$ cat src/rtl/pc_sequencer.sv
// ============================================================================
// Module   : pc_sequencer
// Purpose  : PC register and next-PC candidate/select generation with stall,
//            one-entry pending-redirect buffer and post-reset boot cycle.
// Revision : 1.0 - initial release
// ============================================================================
`default_nettype none

module pc_sequencer #(
  parameter logic [31:0] RESET_VEC = 32'h0000_0000,
  parameter int unsigned PC_STEP   = 4
) (
  input  logic        clk,
  input  logic        rst_n,
  input  logic        stall,
  input  logic        branch_taken,
  input  logic [15:0] imm16,
  input  logic        jump,
  input  logic [25:0] jump_target,
  output logic [31:0] choice_0,
  output logic [31:0] choice_1,
  output logic [31:0] choice_2,
  output logic [1:0]  selec,
  output logic [31:0] pc,
  output logic        fetch_valid,
  output logic        redirect_pending
);

  localparam logic [31:0] C_RESET_PC = {RESET_VEC[31:2], 2'b00};
  localparam logic [31:0] C_STEP     = 32'(PC_STEP);
  localparam logic [1:0]  C_SEL_SEQ  = 2'b00;
  localparam logic [1:0]  C_SEL_BR   = 2'b01;
  localparam logic [1:0]  C_SEL_JMP  = 2'b10;

  typedef enum logic [1:0] {
    S_BOOT = 2'd0,
    S_RUN  = 2'd1,
    S_HOLD = 2'd2
  } state_t;

  state_t      state_q, state_d;
  logic [31:0] pc_q, pc_d;
  logic        pend_q, pend_d;
  logic [31:0] pend_pc_q, pend_pc_d;
  logic [1:0]  pend_sel_q, pend_sel_d;
  logic [31:0] w_imm_off;

  assign w_imm_off = {{14{imm16[15]}}, imm16, 2'b00};
  assign choice_0  = pc_q + C_STEP;
  assign choice_1  = choice_0 + w_imm_off;
  assign choice_2  = {choice_0[31:28], jump_target, 2'b00};

  assign pc               = pc_q;
  assign fetch_valid      = (state_q != S_BOOT);
  assign redirect_pending = pend_q;

  always_ff @(posedge clk or negedge rst_n) begin
    if (!rst_n) begin
      state_q    <= S_BOOT;
      pc_q       <= C_RESET_PC;
      pend_q     <= 1'b0;
      pend_pc_q  <= 32'h0000_0000;
      pend_sel_q <= C_SEL_SEQ;
    end else begin
      state_q    <= state_d;
      pc_q       <= pc_d;
      pend_q     <= pend_d;
      pend_pc_q  <= pend_pc_d;
      pend_sel_q <= pend_sel_d;
    end
  end

  always_comb begin
    state_d    = state_q;
    pc_d       = pc_q;
    pend_d     = pend_q;
    pend_pc_d  = pend_pc_q;
    pend_sel_d = pend_sel_q;
    selec      = C_SEL_SEQ;

    case (state_q)
      S_BOOT: begin
        state_d = S_RUN;
      end

      S_RUN: begin
        if (stall) begin
          state_d = S_HOLD;
        end else if (pend_q) begin
          // A buffered redirect is older than anything arriving now.
          pc_d   = pend_pc_q;
          selec  = pend_sel_q;
          pend_d = 1'b0;
        end else if (jump) begin
          pc_d  = choice_2;
          selec = C_SEL_JMP;
        end else if (branch_taken) begin
          pc_d  = choice_1;
          selec = C_SEL_BR;
        end else begin
          pc_d = choice_0;
        end
      end

      S_HOLD: begin
        if (!pend_q && (jump || branch_taken)) begin
          pend_d     = 1'b1;
          pend_pc_d  = jump ? choice_2 : choice_1;
          pend_sel_d = jump ? C_SEL_JMP : C_SEL_BR;
        end
        if (!stall) begin
          state_d = S_RUN;
        end
      end

      default: begin
        state_d = S_BOOT;
      end
    endcase
  end

endmodule

`default_nettype wire

$ cat config.mk
export PLATFORM = sky130hd
export DESIGN_NAME = pc_sequencer
export DESIGN_NICKNAME = d
export VERILOG_FILES = /design/src/rtl/pc_sequencer.sv
export SDC_FILE = /design/constraint.sdc
export NUM_CORES = 1
export LEC_CHECK = 0
export CELL_PAD_IN_SITES_DETAIL_PLACEMENT = 0
export CELL_PAD_IN_SITES_GLOBAL_PLACEMENT = 2
export CORE_MARGIN = 10
export CORE_UTILIZATION = 30
export CTS_CLUSTER_SIZE = 28
export DETAILED_ROUTE_END_ITERATION = 16
export GPL_TIMING_DRIVEN = 0
export MAX_ROUTING_LAYER = met4
export PLACE_DENSITY = 0.88
export RECOVER_POWER = 25
export REMOVE_ABC_BUFFERS = 1
export SETUP_SLACK_MARGIN = 0.15
export SLEW_MARGIN = 20
export SYNTH_ARGS = -nofsm -noshare
export SYNTH_HDL_FRONTEND = slang
export SYNTH_SLANG_ARGS = --single-unit
$ cat constraint.sdc
create_clock -name clk -period 9.1 [get_ports clk]
set_input_delay 2.275 -clock clk [delete_from_list [all_inputs] [get_ports clk]]
set_output_delay 2.275 -clock clk [all_outputs]
set_load 0.01 [all_outputs]
==> key figures, run 1 <==
Outcome
  • Status: finished with violations
  • Failing checks: capacitance limit, slew limit

Routing
  • Highest metal layer with signal wires: met4
  • DRT antenna net count: 0
  • DR WL/cell: 21.0 um
  • Residual DRC: 0
  • Routed via count: 6361
  • Via-per-instance ratio: 5.39
  • Number of DRC markers in iteration 0: 392
  • Metal-1 WL: 11200 um
  • Initial DRT Pass Iterations: 5
  • Metal2 WL: 11300 um
  • WL final: 24800 um
  • Met3 Wirelength: 1920 um

STA
  • Fin crit share: 92.9%
  • Final count of hold timing violations: 0
  • PnR worst setup slack: 0.645 ns
  • Max Slew Vio Count: 50
  • Clock skew: 0.0107 ns
  • Worst slew pin tran: 2.86 ns
  • RSZ-0062 raised after global routing: false
  • Final Critical Period: 8.46 ns
  • Final setup violation count: 0
  • Setup TNS: 0 ns
  • Headroom to the max-slew limit: -90.7%
  • Fmax: 0.118 GHz

Power
  • Lkg Pwr: 0.00339 uW
  • Worst VDD drop: 0.171 mV
  • PwrDens: 393 nW/um^2
  • Final Total Pwr: 3220 uW

Setup path
  • CP max FO: 6
  • CP max-delay cell: a2111oi_0
  • Reg2reg path depth: 15
  • Worst Setup Start Kind: primary input
  • Setup Crit Path Kind: primary input to output pin
  • Crit path arrival time: 6.18 ns
  • Cell Chain, Critical Path: clkdlybuf4s50_1, ha_1, nand3_1, o211ai_1, nand4_1, a2111oi_0, nor3_1, o31ai_1, a21oi_1, xnor2_1, inv_1, clkdlybuf4s50_1
  • Top cell by count, worst path: clkdlybuf4s50_1
  • Critical Path RT: 6.83 ns
  • CP endpoint kind: output pin
  • Stages on the worst setup path: 12
  • Crit path buf inv count: 3
  • Worst path max stage delay: 0.80 ns
  • Delay-heaviest family, CP: compound AO/OA/AOI/OAI gates

Synth
  • Yosys reg bits: 69
  • Main combinational cell family by area after synthesis: compound AO/OA/AOI/OAI gates
  • Post-synthesis mux area share: 3.66%
  • Yosys top cell by area: dfrtp_1
  • Yosys warns: 0
  • Gate count of the mapped netlist: 787
  • Distinct cells, synth: 66
  • Post-synthesis adder-cell area fraction: 7.80%
  • Synth top area share: 27.9%
  • Avg Synthesized Cell Area: 7.86 um^2
  • Simple-gate share of the synthesized area: 19.0%
  • EDFF count, synth: 0
  • Post-Synth XOR/XNOR Area: 7.64%
  • Compound-Gate Fraction of Synth Area: 25.4%
  • Sequential area share after synthesis: 27.9%
  • Post-synth top flop: dfrtp_1
  • Top cells by area, synth: dfrtp_1, ha_1, o21ai_0
  • Post-Synthesis Cell Area: 6190 um^2
  • FFs w/ async S/R, synth: 100%

Place
  • IO buf count: 176
  • Setup slack after placement: 0.614 ns
  • Hpwl dp: 18500 um
  • Post-DP Area: 7920 um^2
  • GP Congestion: 0.861

CTS
  • CTS buffer count: 9
  • Clock sink count: 69
  • Clock Pin Slew Worst Setup and Hold Paths: 0.06 ns
  • Setup Fix Bufs, Post-CTS: 0
  • Clk_lat worst skew: 0.34 ns
  • Root Buffer: clkbuf_16
  • H-tree depth: 3
  • CTS resizes: 0
  • CTS Buffer Depth: 2
  • TritonCTS clock tree: done
  • Hold buffers post-CTS: 0

Floorplan
  • Chip Width: 164 um
  • Core area: 20300 um^2
  • Die Area: 26800 um^2
  • Cell Rows: 52
  • Initial Utilization: 30.5%
  • Die height: 164 um
  • IO Count: 179

Job
  • Number of max-cap violations: 1

Hold path
  • Hold/Removal Path Class: register to register
  • Hold path depth: 2

Final layout
  • Antenna Cells: 0
  • Syn-to-layout area delta: 32.4%
  • # fillers: 2110
  • Register area: 1730 um^2
  • Nets: 990
  • Area of the multi-input gates: 3950 um^2
  • Layout cell share with drive strength beyond 1: 4.40%
  • Finished Cell Area: 8200 um^2
  • Post-Route Utilization: 40.4%

GRT
  • Remaining Overflow, GRT: 0
  • Vias in the first global route: 6220
  • Largest net degree at the start of global routing: 56
  • Total Routing Usage GR: 18.2%
  • Global-route wire length before repair: 37100 um
  • Initial antenna violation count: 0
-- flip-flops by register name (all words and copies together), names as in the netlist --
signal	cells
pc	32
pend_pc_q	32
pend_sel_q	2
state_q	2
redirect_pending	1
-- path summary, 6_finish.rpt --
kind	start	endpoint	slack (ns)
max reg2reg	pc[4]	pc[27]	4.60
min	pend_pc_q[9]	pend_pc_q[9]	0.47
max in group asynchronous	rst_n	redirect_pending	3.42
min reg2reg	pend_pc_q[9]	pend_pc_q[9]	0.47
min in group asynchronous	rst_n	pc[11]	2.18
max	imm16[4]	choice_1[31]	0.64
-- synthesized netlist by cell type, types with 2 or more instances --
cell type,number
nand2b_1,5
a211oi_1,8
a22oi_1,8
mux2i_1,20
a32o_1,2
a21boi_0,5
buf_6,2
o221ai_1,2
o21ai_0,71
a221o_1,3
clkbuf_1,28
or3_1,6
a21oi_1,67
nor2b_1,11
inv_1,25
o211ai_1,13
xnor2_1,34
xor2_1,20
o21bai_1,4
and3_1,14
nand4_1,13
buf_1,3
a31oi_1,7
nor2_2,2
nor3_1,7
buf_2,2
dfrtp_1,69
or2_2,3
ha_1,37
buf_4,36
nor2_1,68
nand3_1,29
a32oi_1,2
o32ai_1,2
o21a_1,3
nand2_1,89
o22ai_1,18
o31ai_1,3
a21o_1,16
a221oi_1,3
a21o_2,2
-- tightest hold or removal path: cells and delay by family, from the launching register on --
family	cells	cell delay [ns]
DFF	1	0.34
and+or+nand+nor	2	0.10
-- cells by family (layout without fill, tap and decap cells) --
logic type | after synthesis | after routing
AOI/OAI and AO/OA | 250 | 250
adders and majority gates | 38 | 38
buffers and inverters | 98 | 220
xor gates and xnor gates | 54 | 54
muxes | 22 | 22
other | 1 | 2
DFF | 69 | 69
and+or+nand+nor | 255 | 255
-- through the flow --
stage | instances | hold slack [ns]
after detailed placement | 1164 | 0.461
after global placement | 1162 | 0.454
final | 1180 | 0.471
after global routing | 1180 | 0.499
after floorplan | 716 | 0.439
after CTS | 1180 | 0.474
-- power breakdown --
group / total, uW / internal [uW] / switching, uW
clock: 379 / 222 / 157
sequential: 639 / 446 / 193
combinational: 2200 / 1020 / 1180
total: 3220 / 1690 / 1530
-- cells in the final DEF, fill, tap and decap left out, drive strengths merged, types with 4 or more instances in the layout --
cell and count:
nor3 7, mux2i 20, inv 28, o21ai 71, a21o 18, a21boi 6, nand3 29, and3 14
a21oi 67, o21bai 4, or3 7, nand2b 5, a211oi 8, a31oi 7, o211ai 13, nor2 70
clkbuf 12, xnor2 34, dfrtp 69, ha 37, xor2 20, clkdlybuf4s50 173, o22ai 18, a22oi 8
nand4 13, nor2b 11, a221oi 4, nand2 89
-- metal layers --
metal / up-vias / GRT usage, %
li1: 3039 / -
met1: 3049 / 24.1
met2: 250 / 28.4
met3: 23 / 3.12
met4: 0 / 4.26
met5: - / -
-- layout make-up --
class                           count  area share (%)
Multi-Input combinational cell    621            48.2
Timing Repair Buffer              178            21.6
Sequential cell                    69            21.1
Tap cell                          270            4.12
Clock buffer                       10            2.92
Inverter                           26            1.19
Clock inverter                      6           0.855
(Power assumes the default switching activity.)
==> run 2, diff against run 1 <==
--- a/config.mk
+++ b/config.mk
@@ -7,8 +7,9 @@
 export LEC_CHECK = 0
 export CELL_PAD_IN_SITES_DETAIL_PLACEMENT = 0
 export CELL_PAD_IN_SITES_GLOBAL_PLACEMENT = 2
-export CORE_MARGIN = 10
+export CORE_MARGIN = 2
 export CORE_UTILIZATION = 30
+export CTS_BUF_LIST = sky130_fd_sc_hd__clkbuf_8
 export CTS_CLUSTER_SIZE = 28
 export DETAILED_ROUTE_END_ITERATION = 16
 export GPL_TIMING_DRIVEN = 0
==> run 2 against run 1 <==
  * The flow still finishes with violations (capacitance limit, slew limit)
  * Fmax shrank 0.62%
  * Sequential share of layout area grew 0.26 points
  * Sequential power is essentially flat
  * Final cell count is the same
  * Count of clock-buffer cells in the layout grew 2
  * Largest power group unchanged
  * Hold slack gained 0.010 ns
  * Critical path depth shrank 2
  * First-iteration DRC count grew 35%
  * Register-to-register slack lost 0.03 ns
  * Global-route usage grew 3.5 points
==> key figures, run 2 (synthesis gave the netlist of run 1 again) <==
Outcome
  • Status: finished with violations
  • Failing checks: capacitance limit, slew limit

Setup path
  • CP endpoint kind: output pin
  • Crit path arrival time: 6.23 ns (+0.05 ns)
  • CP max FO: 18 (+12)
  • Setup Crit Path Kind: primary input to output pin
  • Worst Setup Start Kind: primary input
  • Critical Path RT: 6.83 ns (about the same)

Routing
  • WL final: 23200 um (-6.4%)
  • Routed via count: 6393 (+0.50%)
  • DRT antenna net count: 0 (unchanged)
  • Initial DRT Pass Iterations: 5 (unchanged)
  • Via-per-instance ratio: 5.42 (+0.50%)
  • Number of DRC markers in iteration 0: 530 (+35%)
  • DR WL/cell: 19.6 um (-6.4%)
  • Residual DRC: 0 (unchanged)

CTS
  • CTS resizes: 0 (unchanged)
  • TritonCTS clock tree: done
  • Clock sink count: 69 (unchanged)
  • H-tree depth: 3 (unchanged)
  • CTS Buffer Depth: 2 (unchanged)
  • Setup Fix Bufs, Post-CTS: 0 (unchanged)
  • Clock Pin Slew Worst Setup and Hold Paths: 0.08 ns (+0.02 ns)
  • Hold buffers post-CTS: 0 (unchanged)
  • CTS buffer count: 9 (unchanged)
  • Root Buffer: clkbuf_8
  • Clk_lat worst skew: 0.37 ns (+0.03 ns)

Final layout
  • Area of the multi-input gates: 3950 um^2 (unchanged)
  • Non-Filler Instances: 1180 (unchanged)
  • Nets: 990 (unchanged)
  • Most frequent cells in the layout: clkdlybuf4s50_1, nand2_1, o21ai_0, dfrtp_1, a21oi_1
  • Most common cell after layout, fill and taps aside: clkdlybuf4s50_1
  • # fillers: 2092 (-0.85%)
  • Layout cell share with drive strength beyond 1: 4.40% (unchanged)
  • Syn-to-layout area delta: 30.8%
  • Register area: 1730 um^2 (unchanged)
  • Post-Route Utilization: 40.0% (-0.36 points)
  • Antenna Cells: 0 (unchanged)

Place
  • GP Congestion: 0.874 (+1.6%)
  • IO buf count: 176 (unchanged)
  • DP Cell Count: 1164 (unchanged)
  • Hpwl dp: 17100 um (-8.0%)

Floorplan
  • Core area: 20200 um^2 (-0.32%)
  • Die height: 148 um (-9.8%)
  • IO Count: 179 (unchanged)
  • Chip Width: 148 um (-9.8%)
  • Initial Utilization: 30.6% (+0.098 points)
  • Die Area: 21800 um^2 (-19%)
  • Cell Rows: 52 (unchanged)

STA
  • Fin crit share: 93.5% (+0.58 points)
  • RSZ-0062 raised after global routing: false
  • Clock skew: 0.0122 ns (+0.00150 ns)
  • Fmax: 0.118 GHz (-0.62%)
  • Final Critical Period: 8.51 ns (+0.0524 ns)
  • Setup TNS: 0 ns (unchanged)
  • Max Slew Vio Count: 72 (+44%)
  • Headroom to the max-slew limit: -52.4% (+38 points)
  • Final setup violation count: 0 (unchanged)
  • Final count of hold timing violations: 0 (unchanged)
  • Worst slew pin tran: 2.29 ns (-0.575 ns)

Power
  • Share of total power in the clock network: 9.0% (-2.8 points)
  • Lkg Pwr: 0.00336 uW (-0.87%)
  • Worst VDD drop: 0.175 mV (+2.3%)
  • Sw frac: 47.8% (+0.36 points)
  • PwrDens: 382 nW/um^2 (-2.6%)
  • Sw power: 1480 uW (-3.1%)
  • Int Power: 1620 uW (-4.5%)
  • Comb pwr share: 70.4% (+2.0 points)
  • Seq pwr share: 20.6% (+0.7 points)

Job
  • Number of max-cap violations: 2 (+1)

GRT
  • Initial antenna violation count: 0 (unchanged)
  • Total Routing Usage GR: 21.7% (+3.5 points)
  • Vias in the first global route: 6050 (-2.7%)
  • Remaining Overflow, GRT: 0 (unchanged)
  • Largest net degree at the start of global routing: 56 (unchanged)
  • Global-route wire length before repair: 35500 um (-4.3%)

Hold path
  • Hold/Removal Path Class: register to register
## run 2: cell count changes in the layout (fill, tap and decap cells not counted), sizes merged
cell,previous run,this run
clkinv,0,3
clkinvlp,3,0
clkbuf,12,14
inv,28,26
## run 2: power groups by stage
stage               combinational, uW  sequential (uW)  clock [uW]
floorplan                        1150              613           0
global placement                 2160              638           0
detailed placement               2170              644           0
CTS                              2180              638         283
global route                     2370              662         295
finish                           2180              638         279
## run 2: worst max-delay path, stage by stage
cell,delay (ns)
clkdlybuf4s50_1,0.85
ha_1,0.67
nand3_1,0.17
a2111oi_0,0.74
nor3_1,0.23
o31ai_1,0.36
a21oi_1,0.13
xnor2_1,0.25
inv_1,0.06
clkdlybuf4s50_1,0.48
## run 2: per-stage QoR
stage          hold slack, ns  total power [uW]  area (um^2)  setup WS (ns)
3_3_place_gp            0.452              2800         7860          0.565
6_report                0.481              3100         8100          0.592
4_1_cts                 0.481              3100         8120          0.574
3_5_place_dp            0.464              2810         7910          0.593
2_1_floorplan           0.439              1760         5760           2.38
5_1_grt                 0.508              3330         8100          0.208
## run 2: per-layer routing
metal / wire, um / up-vias / global-route usage, %
met5: 0 / - / -
met1: 10900 / 3068 / 31.1
met4: 293 / 0 / 6.06
met2: 10400 / 263 / 32.4
li1: - / 3045 / -
met3: 1580 / 17 / 2.62
## run 2: worst paths after layout
path | slack (ns) | depth (start not counted) | to | start
hold reg to reg | 0.48 | 2 | pend_sel_q[0] | pend_sel_q[0]
setup reg to reg | 4.57 | 15 | pc[27] | pc[4]
max in group asynchronous | 3.58 | 2 | redirect_pending | rst_n
hold / removal | 0.48 | 2 | pend_sel_q[0] | pend_sel_q[0]
min in group asynchronous | 2.41 | 1 | pend_pc_q[8] | rst_n
setup / recovery | 0.59 | 10 | choice_1[31] | imm16[15]
## run 2: layout make-up
class	instances	share of cell area, %
clock inverter	4	0.556
timing repair buffer	178	21.9
sequential	69	21.3
multi-input combinational	621	48.8
tap	270	4.17
inverter	26	1.21
clock buffer	12	2.04
==> run 3, diff against run 2 <==
--- a/config.mk
+++ b/config.mk
@@ -13,7 +13,6 @@
 export CTS_CLUSTER_SIZE = 28
 export DETAILED_ROUTE_END_ITERATION = 16
 export GPL_TIMING_DRIVEN = 0
-export MAX_ROUTING_LAYER = met4
 export PLACE_DENSITY = 0.88
 export RECOVER_POWER = 25
 export REMOVE_ABC_BUFFERS = 1
==> run 3 against run 2 <==
  * The flow still finishes with violations (capacitance limit, slew limit)
  * Routed wire length is essentially flat
  * Sequential cell count is the same
  * First-iteration DRC count shrank 4.2%
  * Critical endpoint unchanged
  * Non-clock buffer count is the same
  * Combinational power is essentially flat
  * Sequential share of layout area is the same
  * Clock skew is essentially flat
  * Clock power is essentially flat
==> key figures, run 3 (synthesis gave the netlist of run 1 again) <==
Outcome
  • Status: finished with violations
  • Failing checks: capacitance limit, slew limit

Floorplan
  • Cell Rows: 52 (unchanged)
  • IO Count: 179 (unchanged)
  • Die height: 148 um (unchanged)
  • Initial Utilization: 30.6% (unchanged)
  • Die Area: 21800 um^2 (unchanged)
  • Core area: 20200 um^2 (unchanged)
  • Chip Width: 148 um (unchanged)

CTS
  • CTS resizes: 0 (unchanged)
  • Clock Pin Slew Worst Setup and Hold Paths: 0.08 ns (about the same)
  • Clk_lat worst skew: 0.38 ns (about the same)
  • TritonCTS clock tree: done
  • CTS buffer count: 9 (unchanged)
  • Clock sink count: 69 (unchanged)
  • Setup Fix Bufs, Post-CTS: 0 (unchanged)
  • H-tree depth: 3 (unchanged)
  • Hold buffers post-CTS: 0 (unchanged)
  • Root Buffer: clkbuf_8
  • CTS Buffer Depth: 2 (unchanged)

Setup path
  • Worst path max stage delay: 0.84 ns (about the same)
  • Critical Path RT: 6.83 ns (about the same)
  • CP endpoint kind: output pin
  • R2R Path End: pc[27]
  • Worst Setup Start Kind: primary input
  • Reg2reg start: pc[4]
  • Reg2reg path depth: 15 (unchanged)
  • CP max FO: 6 (-12)
  • Top cell by count, worst path: clkdlybuf4s50_1
  • Crit path arrival time: 6.24 ns (about the same)
  • CP max-delay cell: a2111oi_0
  • Worst R2R Setup Slack: 4.54 ns (-0.03 ns)
  • Cell Chain, Critical Path: clkdlybuf4s50_1, ha_1, nand3_1, o211ai_1, nand4_1, a2111oi_0, nor3_1, o31ai_1, a21oi_1, xnor2_1, inv_1, clkdlybuf4s50_1
  • Setup Crit Path Kind: primary input to output pin
  • CP Launch Point: imm16[4]

Hold path
  • Hold path depth: 2 (unchanged)
  • Hold Crit Endpoint: pend_sel_q[0]
  • Hold Path Origin: pend_sel_q[0]
  • Hold/Removal Path Class: register to register

Final layout
  • Antenna Cells: 0 (unchanged)
  • # fillers: 2092 (unchanged)
  • Most frequent cells in the layout: clkdlybuf4s50_1, nand2_1, o21ai_0, dfrtp_1, a21oi_1
  • Most common cell after layout, fill and taps aside: clkdlybuf4s50_1
  • Layout cell share with drive strength beyond 1: 4.40% (unchanged)
  • Non-Filler Instances: 1180 (unchanged)
  • Nets: 990 (unchanged)
  • Syn-to-layout area delta: 30.8% (unchanged)

Routing
  • DR WL/cell: 19.6 um (about the same)
  • DRT antenna net count: 0 (unchanged)
  • WL final: 23200 um (about the same)
  • Via-per-instance ratio: 5.42 (about the same)
  • Initial DRT Pass Iterations: 5 (unchanged)
  • Number of DRC markers in iteration 0: 508 (-4.2%)
  • Routed via count: 6399 (+0.094%)
  • Residual DRC: 0 (unchanged)

GRT
  • Total Routing Usage GR: 21.1% (-0.66 points)
  • Vias in the first global route: 6051 (+0.017%)
  • Initial antenna violation count: 0 (unchanged)
  • Remaining Overflow, GRT: 0 (unchanged)
  • Global-route wire length before repair: 35400 um (-0.23%)
  • Largest net degree at the start of global routing: 56 (unchanged)

Power
  • Share of total power in the clock network: 9.0% (about the same)
  • Comb pwr share: 70.3% (about the same)
  • PwrDens: 382 nW/um^2 (about the same)
  • Seq pwr share: 20.7% (about the same)
  • Sw frac: 47.7% (about the same)
  • Int Power: 1620 uW (about the same)
  • Lkg Pwr: 0.00336 uW (unchanged)
  • Worst VDD drop: 0.174 mV (-0.56%)
  • Sw power: 1480 uW (-0.15%)

Place
  • GP Congestion: 0.860 (-1.6%)
  • IO buf count: 176 (unchanged)
  • DP Cell Count: 1164 (unchanged)
  • Hpwl dp: 17100 um (unchanged)

STA
  • RSZ-0062 raised after global routing: false
  • Fmax: 0.117 GHz (about the same)
  • Final setup violation count: 0 (unchanged)
  • Final Critical Period: 8.51 ns (+0.00340 ns)
  • Setup TNS: 0 ns (unchanged)
  • Final count of hold timing violations: 0 (unchanged)
  • Max Slew Vio Count: 72 (unchanged)
  • Clock skew: 0.0123 ns (+0.000142 ns)
  • Worst slew pin tran: 2.22 ns (-0.0693 ns)
  • Fin crit share: 93.5% (about the same)
  • Headroom to the max-slew limit: -47.8% (+4.6 points)

Job
  • Number of max-cap violations: 2 (unchanged)
-- run 3: cell counts in the layout (fill, tap and decap cells not counted) --
Identical to the previous run, type by type.
-- run 3: area by class of cell --
cell class	instances	area, um^2	area share [%]
Timing Repair Buffer	178	1770	21.9
Inverter	26	97.6	1.21
Clock buffer	12	165	2.04
Clock inverter	4	45.0	0.556
Multi-Input combinational cell	621	3950	48.8
Sequential cell	69	1730	21.3
Tap cell	270	338	4.17
-- run 3: through the flow --
step | cell area (um^2) | utilization [%] | worst slack, ns | power, uW | hold slack [ns]
finish | 8100 | 40.0 | 0.589 | 3090 | 0.481
floorplan | 5760 | - | 2.38 | 1760 | 0.439
CTS | 8120 | 40.1 | 0.574 | 3100 | 0.481
global route | 8100 | 40.0 | 0.208 | 3330 | 0.507
global placement | 7860 | 38.9 | 0.565 | 2800 | 0.452
detailed placement | 7910 | 39.1 | 0.593 | 2810 | 0.464
-- run 3: worst max path at each step --
stage,to,depth (start not counted)
detailed placement,choice_1[31],10
global placement,choice_1[31],10
global route,choice_1[31],10
CTS,choice_1[31],10
finish,choice_1[31],12
floorplan,choice_1[28],11
-- run 3: routing by layer --
| layer | track usage, % | up-vias | part of all wire (%) |
|---|---|---|---|
| met1 | 30.5 | 3088 | 47 |
| met4 | 6.06 | 0 | 1.4 |
| met3 | 3.12 | 25 | 6.6 |
| met2 | 32.6 | 244 | 45 |
| met5 | 0 | - | 0 |
| li1 | - | 3042 | - |
-- run 3: critical path, delay by kind of cell --
kind            cells  cell delay [ns]
buf+inv             3             0.95
simple gates        3             0.67
compound gates      4             1.72
fa+ha+maj           1             0.38
xor+xnor            1             0.25
-- run 3: power groups by stage --
stage	Clock (uW)	Sequential (uW)	Combinational, uW
floorplan	0	613	1150
global placement	0	638	2160
detailed placement	0	644	2170
CTS	283	638	2180
global route	294	662	2370
finish	279	639	2180
